**src/rtl/rca_mw_seq.sv**
```systemverilog
// rca_mw_seq -- multi-word add/subtract sequencer.
//
// Purpose:
//   Adds or subtracts two width*nwords-bit operands with one width-bit
//   ripple-carry adder (RCA). The adder works on one slice per clock,
//   least significant slice first. A register carries each slice's
//   carry-out into the next slice's carry-in. Subtraction is computed
//   as a + ~b + 1, so the same adder does both operations.
//
// Parameters:
//   width  - slice width of the RCA instance (>= 2)
//   nwords - number of slices per operand (>= 1), W = width*nwords
//
// Ports:
//   clk   in  1  rising-edge clock
//   rst   in  1  synchronous active-high reset
//   start in  1  request pulse, only honoured while idle
//   sub   in  1  0 = a+b, 1 = a-b, captured with start
//   a     in  W  operand A, captured with start
//   b     in  W  operand B, captured with start
//   busy  out 1  high while slices are being processed
//   done  out 1  one-cycle pulse when the result is complete
//   sum   out W  result register
//   cout  out 1  final carry (for subtract: 1 = no borrow)
//   ovf   out 1  signed two's-complement overflow of the full operation

// Plain ripple-carry adder: a chain of full adders, one per bit.
module RCA #(
  parameter int width = 4
) (
  input  logic [width-1:0] i_a,
  input  logic [width-1:0] i_b,
  input  logic             i_cin,
  output logic [width-1:0] o_sum,
  output logic             o_cout
);

  logic [width:0] w_carry;

  assign w_carry[0] = i_cin;

  // Each bit is a full adder. Its carry feeds the next bit up the chain.
  genvar gi;
  generate
    for (gi = 0; gi < width; gi++) begin : g_bit
      assign o_sum[gi]      = i_a[gi] ^ i_b[gi] ^ w_carry[gi];
      assign w_carry[gi+1]  = (i_a[gi] & i_b[gi]) | (w_carry[gi] & (i_a[gi] ^ i_b[gi]));
    end
  endgenerate

  assign o_cout = w_carry[width];

endmodule

module rca_mw_seq #(
  parameter int width  = 4,
  parameter int nwords = 4
) (
  input  logic                    clk,
  input  logic                    rst,
  input  logic                    start,
  input  logic                    sub,
  input  logic [width*nwords-1:0] a,
  input  logic [width*nwords-1:0] b,
  output logic                    busy,
  output logic                    done,
  output logic [width*nwords-1:0] sum,
  output logic                    cout,
  output logic                    ovf
);

  localparam int W  = width * nwords;
  localparam int IW = (nwords > 1) ? $clog2(nwords) : 1;
  localparam logic [IW-1:0] LAST_IDX = IW'(nwords - 1);

  typedef enum logic [1:0] {
    IDLE = 2'd0,
    RUN  = 2'd1,
    DONE = 2'd2
  } state_t;

  state_t         r_state;
  state_t         w_nextState;

  logic [W-1:0]     r_a;
  logic [W-1:0]     r_bEff;
  logic [W-1:0]     r_sum;
  logic             r_carry;
  logic             r_cout;
  logic             r_ovf;
  logic [IW-1:0]    r_idx;

  logic [width-1:0] w_aSlice;
  logic [width-1:0] w_bSlice;
  logic [width-1:0] w_rcaSum;
  logic             w_rcaCout;
  logic             w_lastSlice;

  // The slice at the current index goes to the single shared adder.
  // The carry-in comes from the previous slice, or from sub for the
  // first slice. That is where the +1 of a - b is added.
  assign w_aSlice    = r_a[r_idx*width +: width];
  assign w_bSlice    = r_bEff[r_idx*width +: width];
  assign w_lastSlice = (r_idx == LAST_IDX);

  RCA #(
    .width (width)
  ) u_rca (
    .i_a    (w_aSlice),
    .i_b    (w_bSlice),
    .i_cin  (r_carry),
    .o_sum  (w_rcaSum),
    .o_cout (w_rcaCout)
  );

  // State register. Reset wins over everything and abandons a run in progress.
  always_ff @(posedge clk) begin
    if (rst) begin
      r_state <= IDLE;
    end else begin
      r_state <= w_nextState;
    end
  end

  // Next-state and output decode.
  // start is looked at only while idle, so a request that arrives
  // during RUN or DONE is dropped, not queued.
  always_comb begin
    w_nextState = r_state;
    busy        = 1'b0;
    done        = 1'b0;
    case (r_state)
      IDLE: begin
        if (start) begin
          w_nextState = RUN;
        end
      end
      RUN: begin
        busy = 1'b1;
        if (w_lastSlice) begin
          w_nextState = DONE;
        end
      end
      DONE: begin
        done        = 1'b1;
        w_nextState = IDLE;
      end
      default: begin
        w_nextState = IDLE;
      end
    endcase
  end

  // Datapath registers.
  // On an accepted start, the operands are copied so that later changes on
  // a and b have no effect. b is stored already inverted for subtract.
  // During RUN, one result slice is written per edge. On the last slice the
  // final carry and the signed overflow are also latched. Overflow uses the
  // sign bits of a and of b as actually added (b_eff): it is set when they
  // agree but the sign of the new result differs from them.
  always_ff @(posedge clk) begin
    if (rst) begin
      r_a     <= '0;
      r_bEff  <= '0;
      r_sum   <= '0;
      r_carry <= 1'b0;
      r_cout  <= 1'b0;
      r_ovf   <= 1'b0;
      r_idx   <= '0;
    end else begin
      case (r_state)
        IDLE: begin
          if (start) begin
            r_a     <= a;
            r_bEff  <= sub ? ~b : b;
            r_sum   <= '0;
            r_cout  <= 1'b0;
            r_ovf   <= 1'b0;
            r_idx   <= '0;
            r_carry <= sub;
          end
        end
        RUN: begin
          r_sum[r_idx*width +: width] <= w_rcaSum;
          r_carry                     <= w_rcaCout;
          if (w_lastSlice) begin
            r_idx  <= '0;
            r_cout <= w_rcaCout;
            r_ovf  <= (r_a[W-1] == r_bEff[W-1]) && (w_rcaSum[width-1] != r_a[W-1]);
          end else begin
            r_idx <= r_idx + 1'b1;
          end
        end
        default: begin
        end
      endcase
    end
  end

  assign sum  = r_sum;
  assign cout = r_cout;
  assign ovf  = r_ovf;

endmodule

```
**config.mk**
```make
export PLATFORM = sky130hd
export DESIGN_NAME = rca_mw_seq
export DESIGN_NICKNAME = d
export VERILOG_FILES = /design/src/rtl/rca_mw_seq.sv
export SDC_FILE = /design/constraint.sdc
export NUM_CORES = 1
export LEC_CHECK = 0
export CORE_MARGIN = 1.5
export CORE_UTILIZATION = 47
export CTS_BUF_LIST = sky130_fd_sc_hd__clkbuf_4
export DETAILED_ROUTE_END_ITERATION = 8
export PLACE_DENSITY_LB_ADDON = 0.2
export RECOVER_POWER = 100
export SYNTH_ARGS = -nofsm -noshare
export SYNTH_HDL_FRONTEND = slang
export SYNTH_SLANG_ARGS = --single-unit
```
**constraint.sdc**
```tcl
create_clock -name clk -period 3 [get_ports clk]
set_clock_uncertainty 0.05 [all_clocks]
set_input_delay 0.6 -clock clk [delete_from_list [all_inputs] [get_ports clk]]
set_output_delay 0.6 -clock clk [all_outputs]
set_load 0.05 [all_outputs]
```
## Word-level counts from Yosys, hierarchy flattened

Index checks and enable logic that the tools add are counted.

- Input port bits: 36
- Register bits after elaboration: 55
- Output and inout bits: 20
- Logic and storage cells: 68

- Reductions and logical operators: 7
- Multiplexer cells: 19
- Shift-type cells: 4
- Add/sub/neg operators: 2
- Equality and inequality tests: 7
- Bitwise operators: 21

Operators by type and width:

| kind | count |
|---|---|
| 4-bit negation with 34-bit output | 1 |
| 4-bit by 34-bit variable shift with 16-bit output, first input constant | 1 |
| 4-bit by 34-bit indexed part select with 16-bit output | 1 |
| 16-bit two-way mux | 2 |
| 16-bit one-hot mux with 2 select lines | 1 |
| 16-bit by 5-bit indexed part select with 4-bit output | 2 |
| 16-bit bitwise mux | 1 |
| 16-bit inverter | 1 |
| 1-bit bitwise AND | 8 |
| 2-bit two-way mux | 4 |
| 2-bit one-hot mux with 2 select lines | 2 |
| 1-bit bitwise XOR | 8 |
| 1-bit two-way mux | 6 |
| 1-bit one-hot mux with 2 select lines | 3 |
| 2-bit AND reduction | 3 |
| 2-bit == test, second input constant | 2 |
| 2-bit inequality test, second input constant | 2 |
| 1-bit bitwise OR | 4 |
| 3-bit AND reduction | 1 |
| 2-bit by 1-bit adder with 2-bit output, second input constant | 1 |
| 2-bit by 1-bit == test with 1-bit output, second input constant | 1 |
| 2-bit zero test | 1 |
| 2-bit nonzero test | 1 |
| 1-bit == test | 1 |
| 2 further kinds | 2 |

## Longest topological paths before layout

- Depth after elaboration: 13
- Depth in mapped cells: 13
- Depth with buffers taken out: 12

## By module

From an unflattened synthesis, not the netlist that was laid out.

- Cells, all modules: 262
- Area total of the unflattened synthesis: 2595.0 sq um

By module, submodules not included:

| module | area an instance (sq um) | sequential area each (sq um) | cells each | times used |
|---|---|---|---|---|
| rca_mw_seq | 2477.4 | 1101.1 | 248 | 1 |
| RCA | 117.6 | 0.0 | 14 | 1 |

## Worst setup path before layout

OpenSTA, ideal clock, no wires.

- Path type: flip-flop to flip-flop
- Start: register r_idx[0]
- End: register r_ovf (netlist: ovf)
- Data required time: 2.890 ns
- Period minus slack after synthesis: 3.283 ns
- Cell stages (with the launch flop): 14
- Buffers on the path: 1
- Setup slack: -0.283 ns
- Arrival time: 3.173 ns
- Setup time: 0.060 ns
- Cell sequence: dfxtp_1 -> buf_4 -> mux4_2 -> inv_1 -> fa_1 -> inv_1 -> fa_1 -> inv_1 -> fa_1 -> inv_1 -> fa_1 -> or3b_2 -> o21ai_0 -> a22o_1

- Cells in the longest elaborated chain, start to end: 13
- Elaborated cells between the ends (all ways): 23
- Classes of those cells: eq/ne: 3; shift: 2; mux: 2; bitwise: 14; reduce/logical: 2

RTL lines:

| element | line | source |
|---|---|---|
| start, declared | 91 | `logic [IW-1:0] r_idx;` |
| start signal, assigned | 191 | `r_idx <= r_idx + 1'b1;` |
| 16-bit by 5-bit indexed part select with 4-bit output, on equally long branches | 102, 103 |  |
| 1-bit bitwise XOR | 47 | `assign w_carry[gi+1] = (i_a[gi] & i_b[gi]) \| (w_carry[gi] & (i_a[gi] ^ i_b[gi]));` |
| 1-bit bitwise AND | 47 |  |
| 1-bit bitwise OR | 47 |  |
| 1-bit bitwise AND | 47 |  |
| 1-bit bitwise OR | 47 |  |
| 1-bit bitwise AND | 47 |  |
| 1-bit bitwise OR | 47 |  |
| 1-bit bitwise XOR | 46 | `assign o_sum[gi] = i_a[gi] ^ i_b[gi] ^ w_carry[gi];` |
| 1-bit inequality test | 189 | `r_ovf <= (r_a[W-1] == r_bEff[W-1]) && (w_rcaSum[width-1] != r_a[W-1]);` |
| 1-bit logical AND | 189 |  |
| 1-bit two-way mux | 186 | `if (w_lastSlice) begin` |
| 1-bit one-hot mux with 2 select lines | 171 | `case (r_state)` |
| end signal, assigned | 189 |  |
| end, declared | 90 | `logic r_ovf;` |

Parallel ways exist; a longest one is shown, timed or not. The select of a mux whose other input is x is not followed.
A chain may end at the register's enable or synchronous reset.

## Worst setup path in the final report

Ends and elaborated chain as after synthesis.

==> qor.yml <==
diodes: 0
slowest_stage: "mux4_2"
synth_edf_count: 0
post_synth.cell_area_avg_sq_um: 10.4
clock_latency_ns: 0.38
pwr-share-seq_pct: 49.2
power_density_mw_per_mm2: 495
grt_pass1_wl_um: 8850
rrSetupSlack_ns: 0.04
syn_nets: 288
maxCapViolCount: 0
power.leakage_nw: 1.29
drt_iter0_markers: 171
holdBufCountCts: 0
p_sw_mw: 0.423
die_x_um: 76.5
viasPerCell: 5.13
cts.sinks: 55
setup_slack_ns: 0.0445
dp_hpwl_um: 3990
vias: 1905
dp.cells: 363
wirelength_um: 5340
pin_count: 56
cts_tree: "done"
antenna_found_initial: 0
async_flop_share_pct: 0
die_area_sq_mm: 0.00585
fp.coreArea_sq_mm: 0.00514
ant_nets: 0
synth_area_sq_mm: 0.00254
reg2reg_depth: 12
wl_per_cell_um: 14.4
crit_fanout: 4
crit_type: "flip-flop to flip-flop"
dpl_worst_slack_ns: -0.0118
crit_top_cell: "fa_1"
fin_nets: 344
numPortBuffers: 55
startpoint_type: "flip-flop"
worstSetupEndpointType: "flip-flop"
synth_area_leaders: "dfxtp_1, mux4_2, mux2i_1"
hold_class: "flip-flop to flip-flop"
area_growth_pct: 28.8
worstMarginPinSlew_ns: 1.10
critPathCapture: "ovf"
cts_max_level: 2
period_needed_ns: 2.96
synth_cell_types: 36
power.total_mw: 1.62
cp-startpoint: "r_idx[0]"
slew_headroom_pct: 26.5
synth_top_area_cell: "dfxtp_1"
drive_gt1_share_pct: 13.0
comb_power_share_pct: 19.9
yosysWarnings: 0
rr_startpoint: "r_idx[0]"
grt_setup_unrepaired: "true"
status: "complete, no violations"
root_buffer: "clkbuf_4"
clock_path_buffers: 2
finalCritPeriodShare_pct: 98.5
cts-buffers-inserted: 5
overflow: 0
utilization_pct: 63.6
final_cells: 371
yosysSeqAreaShare_pct: 43.4
grt_max_degree: 50
required_ns: 3.29
crit_chain: "mux4_2 > inv_2 > fa_1 > inv_1 > fa_2 > inv_2 > fa_1 > inv_1 > fa_1 > or3b_4 > o21ai_2 > a22o_1"
hold_viol: 0
max_stage_delay_ns: 0.50
hold_depth: 1
irDropWorstVdd_uv: 319
worstPathArrival_ns: 3.24
fmax_mhz: 338
drc: 0
pwr-share-clk_pct: 30.9
synth_top_area_share_pct: 43.4
synth_ff_type: "dfxtp_1"
grt_use_total_pct: 19.0
p_sw_share_pct: 26.1
dr.pass1.iters: 4
rows: 26
initial_core_util_pct: 49.3
slew_viol_final: 0
place_congestion: 0.862
grt_pass1_vias: 1828
die_h_um: 76.5
p_int_mw: 1.20
cts.clk_slew.worst_paths_ns: 0.17
synth_seq_cells: 55
final-setup-viol-count: 0
syn_inst: 244
worst_r2r_endpoint: "ovf"
==> power by group through the flow <==
stage	clock (mW)	combinational, mW	sequential [mW]
after detailed placement	0	0.326	0.812
after floorplan	0	0.201	0.816
after global placement	0	0.319	0.811
after CTS	0.502	0.329	0.797
after global routing	0.540	0.352	0.801
final	0.499	0.323	0.796
==> per-stage QoR <==
stage               area (sq um)  hold WS [ns]  setup TNS, ns
detailed placement          3190         0.399        -0.0118
global route                3270         0.447        -0.0585
CTS                         3300         0.433              0
floorplan                   2550         0.405        -0.0818
finish                      3270         0.430              0
global placement            3190         0.402              0
==> sequential cells by signal (all words and copies together) (netlist names) <==
signal and count:
r_carry 1, r_bEff 16, ovf 1, r_a 16, cout 1, r_idx 2
r_state 2, sum 16
==> layout make-up <==
| class | count | area (sq um) |
|---|---|---|
| clock buffer | 5 | 37.5 |
| clock inverter | 3 | 66.3 |
| fill | 487 | 1870 |
| inverter | 14 | 52.6 |
| multi-input combinational | 159 | 1300 |
| sequential | 55 | 1100 |
| tap | 70 | 87.6 |
| timing repair buffer | 65 | 619 |
==> synthesized netlist by cell type, types with 2 or more instances <==
master / n
nand3_1: 3
nand2b_1: 2
nor3_1: 2
inv_1: 14
mux2i_1: 16
nor2_1: 41
o2bb2ai_1: 2
buf_4: 2
nor2b_1: 2
a22o_1: 15
a211oi_1: 16
nor3b_2: 2
buf_2: 8
fa_1: 4
dfxtp_1: 55
mux2_2: 4
clkbuf_1: 4
nand2_1: 3
a21oi_1: 7
ha_1: 4
xnor2_1: 16
mux4_2: 8
==> critical path: cells and delay by family, from the launching register on <==
family | cells | cell delay (ns)
buffers and inverters | 4 | 0.23
AND/OR/NAND/NOR | 1 | 0.38
AO/OA/AOI/OAI | 2 | 0.19
multiplexers | 1 | 0.50
flip-flops | 1 | 0.40
adder cells (fa/ha/maj) | 4 | 1.15
==> cells by family (layout without fill, tap and decap cells) <==
logic type	after synthesis	after routing	synth area share (%)
simple gates	61	61	11.5
flops	55	55	43.4
compound gates	46	46	13.8
buf+inv	30	87	5.43
mux	28	28	15.2
xor+xnor	16	16	5.53
fa+ha+maj	8	8	5.13
==> how the worst min path moves through the flow <==
stage / start / endpoint / slack (ns)
after floorplan: r_a[10] / r_a[10] / 0.40
final: sum[12] / sum[12] / 0.43
after detailed placement: sum[12] / sum[12] / 0.40
after CTS: sum[14] / sum[14] / 0.43
after global routing: sum[12] / sum[12] / 0.45
after global placement: sum[14] / sum[14] / 0.40
==> cell usage in the layout, fill, tap and decap left out, types with 2 or more instances in the layout <==
master	n
inv_1	11
mux2_2	4
inv_2	3
a22o_1	15
a211oi_1	16
mux4_2	8
buf_4	8
nand2_1	3
bufinv_16	2
ha_1	4
nand3_1	3
dfxtp_1	54
mux2i_1	16
fa_1	3
clkbuf_4	5
xnor2_1	16
clkdlybuf4s50_1	34
nor3_1	2
dlygate4sd3_1	21
nand2b_1	2
nor2_1	41
o2bb2ai_1	2
nor2b_1	2
a21oi_1	7
==> per-layer routing <==
metal,track usage [%],up-vias,wire length (um)
met5,0,-,0
met3,2.75,11,159
li1,-,971,-
met4,8.70,0,108
met1,24.3,875,2450
met2,31.6,48,2620
==> timing repair <==
item | in CTS | in global routing
buffers inserted | 0 | 0
pin swaps | 1 | 0
setup endpoints to repair | 1 | 1
gates cloned | 0 | 0
gates resized for setup | 2 | 2
No activity file was read; power rests on OpenSTA's default activity.
